`src/rtl/riscv_multiplier_pipe_pkg.sv`:
```
`default_nettype none
// ============================================================================
// Module      : riscv_multiplier_pipe_pkg
// Description : M-extension multiply encodings, result-select codes and the
//               instruction decode helper shared by the multiplier pipe.
// Revision    : 1.0 - initial release
// ============================================================================
package riscv_multiplier_pipe_pkg;

  localparam logic [6:0]  OPC_OP     = 7'b0110011;
  localparam logic [6:0]  OPC_OP32   = 7'b0111011;
  localparam logic [6:0]  F7_MULDIV  = 7'b0000001;
  localparam logic [2:0]  F3_MUL     = 3'b000;
  localparam logic [2:0]  F3_MULH    = 3'b001;
  localparam logic [2:0]  F3_MULHSU  = 3'b010;
  localparam logic [2:0]  F3_MULHU   = 3'b011;

  // funct7 | funct3 | major opcode
  localparam logic [31:0] MASK_MUL     = 32'hFE00_707F;
  localparam logic [31:0] MATCH_MUL    = {F7_MULDIV, 10'b0, F3_MUL,    5'b0, OPC_OP};
  localparam logic [31:0] MATCH_MULH   = {F7_MULDIV, 10'b0, F3_MULH,   5'b0, OPC_OP};
  localparam logic [31:0] MATCH_MULHSU = {F7_MULDIV, 10'b0, F3_MULHSU, 5'b0, OPC_OP};
  localparam logic [31:0] MATCH_MULHU  = {F7_MULDIV, 10'b0, F3_MULHU,  5'b0, OPC_OP};
  localparam logic [31:0] MATCH_MULW   = {F7_MULDIV, 10'b0, F3_MUL,    5'b0, OPC_OP32};

  typedef enum logic [1:0] {
    SEL_LO = 2'd0,
    SEL_HI = 2'd1,
    SEL_W  = 2'd2
  } res_sel_e;

  typedef struct packed {
    logic     ok;
    res_sel_e sel;
    logic     sgn_a;
    logic     sgn_b;
  } mul_dec_t;

  // Classify an instruction word; MULW is only legal on a 64-bit datapath
  function automatic mul_dec_t mul_decode(input logic [31:0] insn, input logic rv64);
    mul_dec_t d;
    d.ok    = 1'b0;
    d.sel   = SEL_LO;
    d.sgn_a = 1'b0;
    d.sgn_b = 1'b0;
    if ((insn & MASK_MUL) == MATCH_MUL) begin
      d.ok = 1'b1;
    end else if ((insn & MASK_MUL) == MATCH_MULH) begin
      d.ok    = 1'b1;
      d.sel   = SEL_HI;
      d.sgn_a = 1'b1;
      d.sgn_b = 1'b1;
    end else if ((insn & MASK_MUL) == MATCH_MULHSU) begin
      d.ok    = 1'b1;
      d.sel   = SEL_HI;
      d.sgn_a = 1'b1;
    end else if ((insn & MASK_MUL) == MATCH_MULHU) begin
      d.ok  = 1'b1;
      d.sel = SEL_HI;
    end else if (rv64 && ((insn & MASK_MUL) == MATCH_MULW)) begin
      d.ok  = 1'b1;
      d.sel = SEL_W;
    end
    return d;
  endfunction

endpackage
`default_nettype wire

```
`src/rtl/riscv_multiplier_pipe_if.sv`:
```
`default_nettype none
// ============================================================================
// Module      : riscv_multiplier_pipe_if
// Description : Issue, control and writeback bundle of the multiplier pipe.
// Revision    : 1.0 - initial release
// ============================================================================
interface riscv_multiplier_pipe_if #(
  parameter int XLEN  = 32,
  parameter int TAG_W = 5
) ();

  logic              opcode_valid_i;
  logic [31:0]       opcode_opcode_i;
  logic [TAG_W-1:0]  opcode_rd_idx_i;
  logic [XLEN-1:0]   opcode_ra_operand_i;
  logic [XLEN-1:0]   opcode_rb_operand_i;
  logic              hold_i;
  logic              flush_i;
  logic              writeback_valid_o;
  logic [TAG_W-1:0]  writeback_rd_idx_o;
  logic [XLEN-1:0]   writeback_value_o;
  logic              busy_o;

  // Issue/execute stage side
  modport master (
    output opcode_valid_i, opcode_opcode_i, opcode_rd_idx_i,
    output opcode_ra_operand_i, opcode_rb_operand_i, hold_i, flush_i,
    input  writeback_valid_o, writeback_rd_idx_o, writeback_value_o, busy_o
  );

  // Multiplier side
  modport slave (
    input  opcode_valid_i, opcode_opcode_i, opcode_rd_idx_i,
    input  opcode_ra_operand_i, opcode_rb_operand_i, hold_i, flush_i,
    output writeback_valid_o, writeback_rd_idx_o, writeback_value_o, busy_o
  );

endinterface
`default_nettype wire

```
`src/rtl/riscv_multiplier_pipe_mul_core.sv`:
```
`default_nettype none
// ============================================================================
// Module      : riscv_mul_core
// Description : Combinational signed (XLEN+1)x(XLEN+1) multiply with LO/HI/W
//               result selection. Kept apart so it can be retimed or swapped
//               for a hard multiplier macro.
// Revision    : 1.0 - initial release
// ============================================================================
module riscv_mul_core
  import riscv_multiplier_pipe_pkg::*;
#(
  parameter int XLEN = 32
) (
  input  logic [XLEN:0]   a_i,
  input  logic [XLEN:0]   b_i,
  input  res_sel_e        sel_i,
  output logic [XLEN-1:0] result_o
);

  logic [2*XLEN-1:0] a_wide;
  logic [2*XLEN-1:0] b_wide;
  logic [2*XLEN-1:0] prod;
  logic signed [31:0] w32;

  // Sign-extend to the product width: the low 2*XLEN bits of the modular
  // product equal those of the full signed product, which is all we need.
  always_comb begin
    a_wide   = {{(XLEN-1){a_i[XLEN]}}, a_i};
    b_wide   = {{(XLEN-1){b_i[XLEN]}}, b_i};
    prod     = a_wide * b_wide;
    w32      = prod[31:0];
    result_o = prod[XLEN-1:0];
    case (sel_i)
      SEL_HI:  result_o = prod[2*XLEN-1:XLEN];
      SEL_W:   result_o = XLEN'(w32);
      default: result_o = prod[XLEN-1:0];
    endcase
  end

endmodule
`default_nettype wire

```
`src/rtl/riscv_multiplier_pipe.sv`:
```
`default_nettype none
// ============================================================================
// Module      : riscv_multiplier_pipe
// Description : Pipelined M-extension multiplier (MUL/MULH/MULHSU/MULHU, MULW
//               on RV64) with tag tracking, hold, flush and gated writeback.
// Revision    : 1.0 - initial release
// ============================================================================
module riscv_multiplier_pipe
  import riscv_multiplier_pipe_pkg::*;
#(
  parameter int XLEN        = 32,
  parameter int MULT_STAGES = 2,
  parameter int TAG_W       = 5
) (
  input logic                    clk_i,
  input logic                    rst_i,
  riscv_multiplier_pipe_if.slave bus
);

  if (!(XLEN == 32 || XLEN == 64)) begin : g_bad_xlen
    $error("riscv_multiplier_pipe: XLEN must be 32 or 64");
  end
  if (MULT_STAGES < 2 || MULT_STAGES > 4) begin : g_bad_stages
    $error("riscv_multiplier_pipe: MULT_STAGES must be 2..4");
  end

  mul_dec_t        dec;
  logic            accept;
  logic [XLEN:0]   a_ext;
  logic [XLEN:0]   b_ext;
  logic [XLEN-1:0] core_res;

  logic            s1_valid_q, s1_valid_d;
  logic [XLEN:0]   s1_a_q, s1_a_d;
  logic [XLEN:0]   s1_b_q, s1_b_d;
  res_sel_e        s1_sel_q, s1_sel_d;
  logic [TAG_W-1:0] s1_rd_q, s1_rd_d;

  logic [MULT_STAGES:2] st_valid_q, st_valid_d;
  logic [TAG_W-1:0]     st_rd_q  [MULT_STAGES:2];
  logic [TAG_W-1:0]     st_rd_d  [MULT_STAGES:2];
  logic [XLEN-1:0]      st_res_q [MULT_STAGES:2];
  logic [XLEN-1:0]      st_res_d [MULT_STAGES:2];

  // Entry k feeds stage k+1: entry 1 is stage 1 plus the multiplier output
  logic [MULT_STAGES-1:1] src_valid;
  logic [TAG_W-1:0]       src_rd  [MULT_STAGES-1:1];
  logic [XLEN-1:0]        src_res [MULT_STAGES-1:1];

  // Decode, accept qualification and operand extension to XLEN+1 bits
  always_comb begin
    dec    = mul_decode(bus.opcode_opcode_i, XLEN == 64);
    accept = bus.opcode_valid_i & dec.ok & ~bus.hold_i & ~bus.flush_i;
    a_ext  = {dec.sgn_a & bus.opcode_ra_operand_i[XLEN-1], bus.opcode_ra_operand_i};
    b_ext  = {dec.sgn_b & bus.opcode_rb_operand_i[XLEN-1], bus.opcode_rb_operand_i};
  end

  // Stage 1: flush clears, hold retains, otherwise load the op or a bubble
  always_comb begin
    s1_valid_d = s1_valid_q;
    s1_a_d     = s1_a_q;
    s1_b_d     = s1_b_q;
    s1_sel_d   = s1_sel_q;
    s1_rd_d    = s1_rd_q;
    if (bus.flush_i || (!bus.hold_i && !accept)) begin
      s1_valid_d = 1'b0;
      s1_a_d     = '0;
      s1_b_d     = '0;
      s1_sel_d   = SEL_LO;
      s1_rd_d    = '0;
    end else if (!bus.hold_i) begin
      s1_valid_d = 1'b1;
      s1_a_d     = a_ext;
      s1_b_d     = b_ext;
      s1_sel_d   = dec.sel;
      s1_rd_d    = bus.opcode_rd_idx_i;
    end
  end

  riscv_mul_core #(
    .XLEN (XLEN)
  ) u_mul_core (
    .a_i      (s1_a_q),
    .b_i      (s1_b_q),
    .sel_i    (s1_sel_q),
    .result_o (core_res)
  );

  // Result stages 2..MULT_STAGES: shift forward unless held or flushed
  always_comb begin
    src_valid[1] = s1_valid_q;
    src_rd[1]    = s1_rd_q;
    src_res[1]   = core_res;
    for (int k = 2; k < MULT_STAGES; k++) begin
      src_valid[k] = st_valid_q[k];
      src_rd[k]    = st_rd_q[k];
      src_res[k]   = st_res_q[k];
    end
    st_valid_d = st_valid_q;
    st_rd_d    = st_rd_q;
    st_res_d   = st_res_q;
    for (int k = 2; k <= MULT_STAGES; k++) begin
      if (bus.flush_i) begin
        st_valid_d[k] = 1'b0;
        st_rd_d[k]    = '0;
        st_res_d[k]   = '0;
      end else if (!bus.hold_i) begin
        st_valid_d[k] = src_valid[k-1];
        st_rd_d[k]    = src_rd[k-1];
        st_res_d[k]   = src_res[k-1];
      end
    end
  end

  // Pipeline registers with synchronous active-low reset
  always_ff @(posedge clk_i) begin
    if (!rst_i) begin
      s1_valid_q <= 1'b0;
      s1_a_q     <= '0;
      s1_b_q     <= '0;
      s1_sel_q   <= SEL_LO;
      s1_rd_q    <= '0;
      st_valid_q <= '0;
      for (int k = 2; k <= MULT_STAGES; k++) begin
        st_rd_q[k]  <= '0;
        st_res_q[k] <= '0;
      end
    end else begin
      s1_valid_q <= s1_valid_d;
      s1_a_q     <= s1_a_d;
      s1_b_q     <= s1_b_d;
      s1_sel_q   <= s1_sel_d;
      s1_rd_q    <= s1_rd_d;
      st_valid_q <= st_valid_d;
      st_rd_q    <= st_rd_d;
      st_res_q   <= st_res_d;
    end
  end

  assign bus.writeback_valid_o  = st_valid_q[MULT_STAGES];
  assign bus.writeback_rd_idx_o = st_valid_q[MULT_STAGES] ? st_rd_q[MULT_STAGES]  : '0;
  assign bus.writeback_value_o  = st_valid_q[MULT_STAGES] ? st_res_q[MULT_STAGES] : '0;
  assign bus.busy_o             = s1_valid_q | (|st_valid_q);

endmodule
`default_nettype wire

```
`src/flat_wrapper.sv`:
```
// flat-port wrapper written by rule: the top's interface ports become plain ports
module riscv_multiplier_pipe_flat import riscv_multiplier_pipe_pkg::*;
#(
  parameter int XLEN        = 32,
  parameter int MULT_STAGES = 2,
  parameter int TAG_W       = 5
)
  (clk_i, rst_i, bus_opcode_valid_i, bus_opcode_opcode_i, bus_opcode_rd_idx_i, bus_opcode_ra_operand_i, bus_opcode_rb_operand_i, bus_hold_i, bus_flush_i, bus_writeback_valid_o, bus_writeback_rd_idx_o, bus_writeback_value_o, bus_busy_o);
  riscv_multiplier_pipe_if #(.XLEN(XLEN), .TAG_W(TAG_W)) bus_i ();
  input logic clk_i;
  input logic rst_i;
  input wire logic [$bits(bus_i.opcode_valid_i)-1:0] bus_opcode_valid_i;
  input wire logic [$bits(bus_i.opcode_opcode_i)-1:0] bus_opcode_opcode_i;
  input wire logic [$bits(bus_i.opcode_rd_idx_i)-1:0] bus_opcode_rd_idx_i;
  input wire logic [$bits(bus_i.opcode_ra_operand_i)-1:0] bus_opcode_ra_operand_i;
  input wire logic [$bits(bus_i.opcode_rb_operand_i)-1:0] bus_opcode_rb_operand_i;
  input wire logic [$bits(bus_i.hold_i)-1:0] bus_hold_i;
  input wire logic [$bits(bus_i.flush_i)-1:0] bus_flush_i;
  output wire logic [$bits(bus_i.writeback_valid_o)-1:0] bus_writeback_valid_o;
  output wire logic [$bits(bus_i.writeback_rd_idx_o)-1:0] bus_writeback_rd_idx_o;
  output wire logic [$bits(bus_i.writeback_value_o)-1:0] bus_writeback_value_o;
  output wire logic [$bits(bus_i.busy_o)-1:0] bus_busy_o;
  assign bus_i.opcode_valid_i = bus_opcode_valid_i;
  assign bus_i.opcode_opcode_i = bus_opcode_opcode_i;
  assign bus_i.opcode_rd_idx_i = bus_opcode_rd_idx_i;
  assign bus_i.opcode_ra_operand_i = bus_opcode_ra_operand_i;
  assign bus_i.opcode_rb_operand_i = bus_opcode_rb_operand_i;
  assign bus_i.hold_i = bus_hold_i;
  assign bus_i.flush_i = bus_flush_i;
  assign bus_writeback_valid_o = bus_i.writeback_valid_o;
  assign bus_writeback_rd_idx_o = bus_i.writeback_rd_idx_o;
  assign bus_writeback_value_o = bus_i.writeback_value_o;
  assign bus_busy_o = bus_i.busy_o;
  riscv_multiplier_pipe #(.XLEN(XLEN), .MULT_STAGES(MULT_STAGES), .TAG_W(TAG_W)) u_core (.clk_i(clk_i), .rst_i(rst_i), .bus(bus_i));
endmodule
```
`config.mk`:
```
export PLATFORM = sky130hd
export DESIGN_NAME = riscv_multiplier_pipe_flat
export DESIGN_NICKNAME = d
export VERILOG_FILES = /design/src/rtl/riscv_multiplier_pipe_pkg.sv /design/src/rtl/riscv_multiplier_pipe_if.sv /design/src/rtl/riscv_multiplier_pipe_mul_core.sv /design/src/rtl/riscv_multiplier_pipe.sv /design/src/flat_wrapper.sv
export SDC_FILE = /design/constraint.sdc
export NUM_CORES = 2
export LEC_CHECK = 0
export CAP_MARGIN = 10
export CORE_ASPECT_RATIO = 0.7
export CORE_MARGIN = 5
export CORE_UTILIZATION = 60
export CTS_CLUSTER_DIAMETER = 30
export DETAILED_ROUTE_END_ITERATION = 7
export GPL_TIMING_DRIVEN = 0
export PLACE_DENSITY_LB_ADDON = 0.3
export SLEW_MARGIN = 20
export SYNTH_ARGS = -nofsm -noshare
export SYNTH_HDL_FRONTEND = slang
export SYNTH_SLANG_ARGS = --single-unit
```
`constraint.sdc`:
```
create_clock -name clk_i -period 9.3 [get_ports clk_i]
set_input_delay 1.86 -clock clk_i [delete_from_list [all_inputs] [get_ports clk_i]]
set_output_delay 1.86 -clock clk_i [all_outputs]
set_load 0.1 [all_outputs]
```
==> results by group <==
Floorplan
  • Die area: 77300 µm²
  • Num ports: 145
  • Cell row count: 82
  • Core area: 71300 µm²
  • Die Y: 234 µm
  • Die W: 330 µm
  • Initial core utilization: 0.604

Worst setup path
  • CP Max Fanout: 10
  • Crit path launch type: register
  • Worst setup path category: reg -> reg
  • Critical path arrival: 9.62 ns
  • Crit. End Element: register
  • CP required: 9.63 ns

Route
  • Drt via density: 5.91
  • Residual DRC: 0
  • Wire length per cell: 27.1 µm
  • DRT Pass-1 Iters: 6
  • First DRT Iteration DRCs: 4185
  • ANT nets after route: 0
  • Final WL: 157000 µm
  • Via count: 34300

Finish
  • Finished Cell Area: 46100 µm²
  • Fill cells: 6011
  • Synth-to-layout area growth: 7.11%
  • Commonest cells after routing, fill and taps aside: 1123 x fa_1, 1101 x inv_1, 589 x nand2_1
  • Layout cells sized above 1: 0.0232
  • Leading cell type in the layout, fill and taps excluded: fa_1
  • Fin nets: 6266
  • Post-Layout Cell Count: 5805
  • Fin util: 0.647

Clock tree
  • Clk root buf: clkbuf_16
  • Clock transition at path regs: 0.09 ns
  • TritonCTS Buffers: 9
  • Clk buf depth: 2
  • TritonCTS clock tree: yes
  • Clock sinks: 111
  • H-tree Lvls: 3
  • Clk_lat worst skew: 0.42 ns

Synth
  • Synthesis-stage register bit count: 111
  • Mapped Area: 43100 µm²
  • Top_reg_cell synth: dfxtp_1
  • Post-synth top area share: 0.523
  • Post-synth EDFFs: 0
  • Synth Instances: 4674
  • Yosys cell types: 82
  • Synth warnings: 0
  • Sequential area share after synthesis: 0.0516
  • Async set-reset flop share out of synthesis: 0
  • Syn_nets: 6117
  • Syn Area/Cell: 9.21 µm²
  • Largest cells by area after synthesis: fa_1 52%, inv_1 9.6%, and2_1 8.4%, ha_1 6.2%, dfxtp_1 5.2%
  • Post-synth top area cell: fa_1

Power
  • Tot Pwr: 1.31 mW
  • P_leak: 23.6 nW
  • Sw frac: 0.347
  • Clock power share: 0.391
  • NetSw: 0.455 mW
  • Int Pwr: 0.855 mW
  • Comb power frac: 0.223
  • Reg power frac: 0.386
  • PwrDens: 28.4 nW/µm²
  • Peak VDD IR: 0.0000768 V

STA
  • Worst setup margin: 0.00705 ns
  • Tcrit/Tclk final: 0.999
  • Fin. Hold Viols: 0
  • Max-slew violations: 0
  • Worst rel slew slack: 0.0954
  • Minimum clock period after layout: 9.29 ns
  • Final setup viols: 0
  • RSZ-0062 raised after global routing: no
  • F_max: 108 MHz
  • Skew final: 0.0238 ns
  • Min Hold Slack: 0.481 ns
  • Worst-margin pin slew: 1.36 ns
  • Final TNS setup: 0 ns

Global routing
  • Vias in the first global route: 34700
  • First-pass GRT wire length: 230000 µm
  • Grt met1 use: 0.574
  • Largest net degree at the start of global routing: 25
  • Met2 GRT Util: 0.569
  • Total Routing Usage GR: 0.419
  • Initial antenna violation count: 21
  • GRT overflow: 0
  • Met3 usage: 0.176
  • GR peak layer: met1

Place
  • Pre-CTS WS: -0.883 ns
  • Placed cell count: 5770
  • Detailed Place HPWL: 134000 µm
  • Placer Congestion: 1.08
  • Post-DP Area: 45600 µm²
  • IO Port Bufs: 128

Status
  • Outcome: finished, final reports clean

Hold path
  • Worst min path class: reg -> reg

Job
  • MaxCap Viol Count: 0
-- state kept, by name, indices dropped and copies added, names as in the netlist --
| register | flops |
|---|---|
| u_core.s1_a_q | 33 |
| u_core.s1_b_q | 33 |
| u_core.st_res_q | 32 |
| u_core.s1_rd_q | 5 |
| u_core.st_rd_q | 5 |
| u_core.bus.writeback_valid_o | 1 |
| u_core.s1_sel_q | 1 |
| u_core.s1_valid_q | 1 |
-- critical path, stage by stage, from the launching register on --
cell and delay (ns):
dfxtp_1 0.83, clkbuf_1 0.79, and2_1 0.26, fa_1 0.47, fa_1 0.51, inv_1 0.08
fa_1 0.66, inv_1 0.09, fa_1 0.51, fa_1 0.58, fa_1 0.45, fa_1 0.49
inv_1 0.05, fa_1 0.47, inv_1 0.04, ha_1 0.27, buf_6 0.14, a21oi_1 0.14
o21ai_0 0.27, or3_1 0.44, a221oi_2 0.39, or2_2 0.30, o211ai_1 0.11, buf_4 0.17
xor2_2 0.36, a21oi_1 0.13, a21oi_1 0.19
-- worst paths after layout --
kind / end / from / cells after the start / slack [ns]
worst min-delay path: u_core.s1_valid_q$_SDFFE_PP0N_ / u_core.s1_valid_q$_SDFFE_PP0N_ / 2 / 0.48
worst min register to register: u_core.s1_valid_q$_SDFFE_PP0N_ / u_core.s1_valid_q$_SDFFE_PP0N_ / 2 / 0.48
worst max register to register: u_core.st_res_q[23]$_SDFFE_PP0N_ / u_core.s1_a_q[19]$_SDFFE_PP0N_ / 26 / 0.007
worst max-delay path: u_core.st_res_q[23]$_SDFFE_PP0N_ / u_core.s1_a_q[19]$_SDFFE_PP0N_ / 26 / 0.007
-- routing by layer --
metal	wire, µm	part of all wire
met1	58700	0.37
met2	62500	0.40
met3	25100	0.16
met4	11000	0.070
met5	109	0.00069
-- synthesized netlist by cell type, types with 6 or more instances --
library cell  number
o21ai_0           57
nor3_1            14
o21bai_1           7
nand3_1           25
a31oi_1           10
nand2b_1          14
and2_1           575
a21o_1            22
dfxtp_1          111
ha_1             212
mux2i_1           85
o211ai_1          13
nor2b_1           34
xnor2_1           44
nand4_1           10
and3_1             9
inv_1           1104
nand2_1          589
clkbuf_1         240
nor2_1           119
a21oi_1           96
a211oi_1          14
o21ai_1            8
xor2_1            21
o21a_1             7
fa_1            1125
buf_2              6
-- cell families (layout without fill, tap and decap cells) --
group / count (synthesis) / after routing / share of synthesized area
buffers and inverters: 1363 / 1517 / 0.121
flip-flops: 111 / 111 / 0.0516
multiplexers: 86 / 86 / 0.0200
adder cells (fa/ha/maj): 1337 / 1337 / 0.585
AND/OR/NAND/NOR: 1422 / 1422 / 0.166
AO/OA/AOI/OAI: 290 / 290 / 0.0435
XOR/XNOR: 65 / 65 / 0.0132
other: 0 / 11 / 0
-- area by class of cell --
type / instances / area, µm² / area share
inverter: 1104 / 4160 / 0.0901
clock buffer: 10 / 239 / 0.00518
tap: 966 / 1210 / 0.0262
sequential: 111 / 2230 / 0.0483
antenna: 11 / 27.5 / 0.000597
buffer: 258 / 1100 / 0.0240
timing repair buffer: 139 / 1380 / 0.0298
clock inverter: 6 / 113 / 0.00244
multi-input combinational: 3200 / 35700 / 0.773
-- power groups by stage --
stage,combinational (mW),clock [mW],sequential [mW]
after floorplan,0.135,0,0.502
after global placement,0.272,0,0.514
after detailed placement,0.276,0,0.514
after CTS,0.277,0.507,0.503
after global routing,0.301,0.520,0.505
final,0.292,0.513,0.505
-- timing repair --
| item | 4_1_cts | 5_1_grt |
|---|---|---|
| endpoints found under the setup margin | 10 | 15 |
| pin swaps | 0 | 4 |
| resized for setup | 16 | 28 |
| hold buffers | 0 | 0 |
| setup buffers | 3 | 6 |
Power figures use the tool's default switching activity.
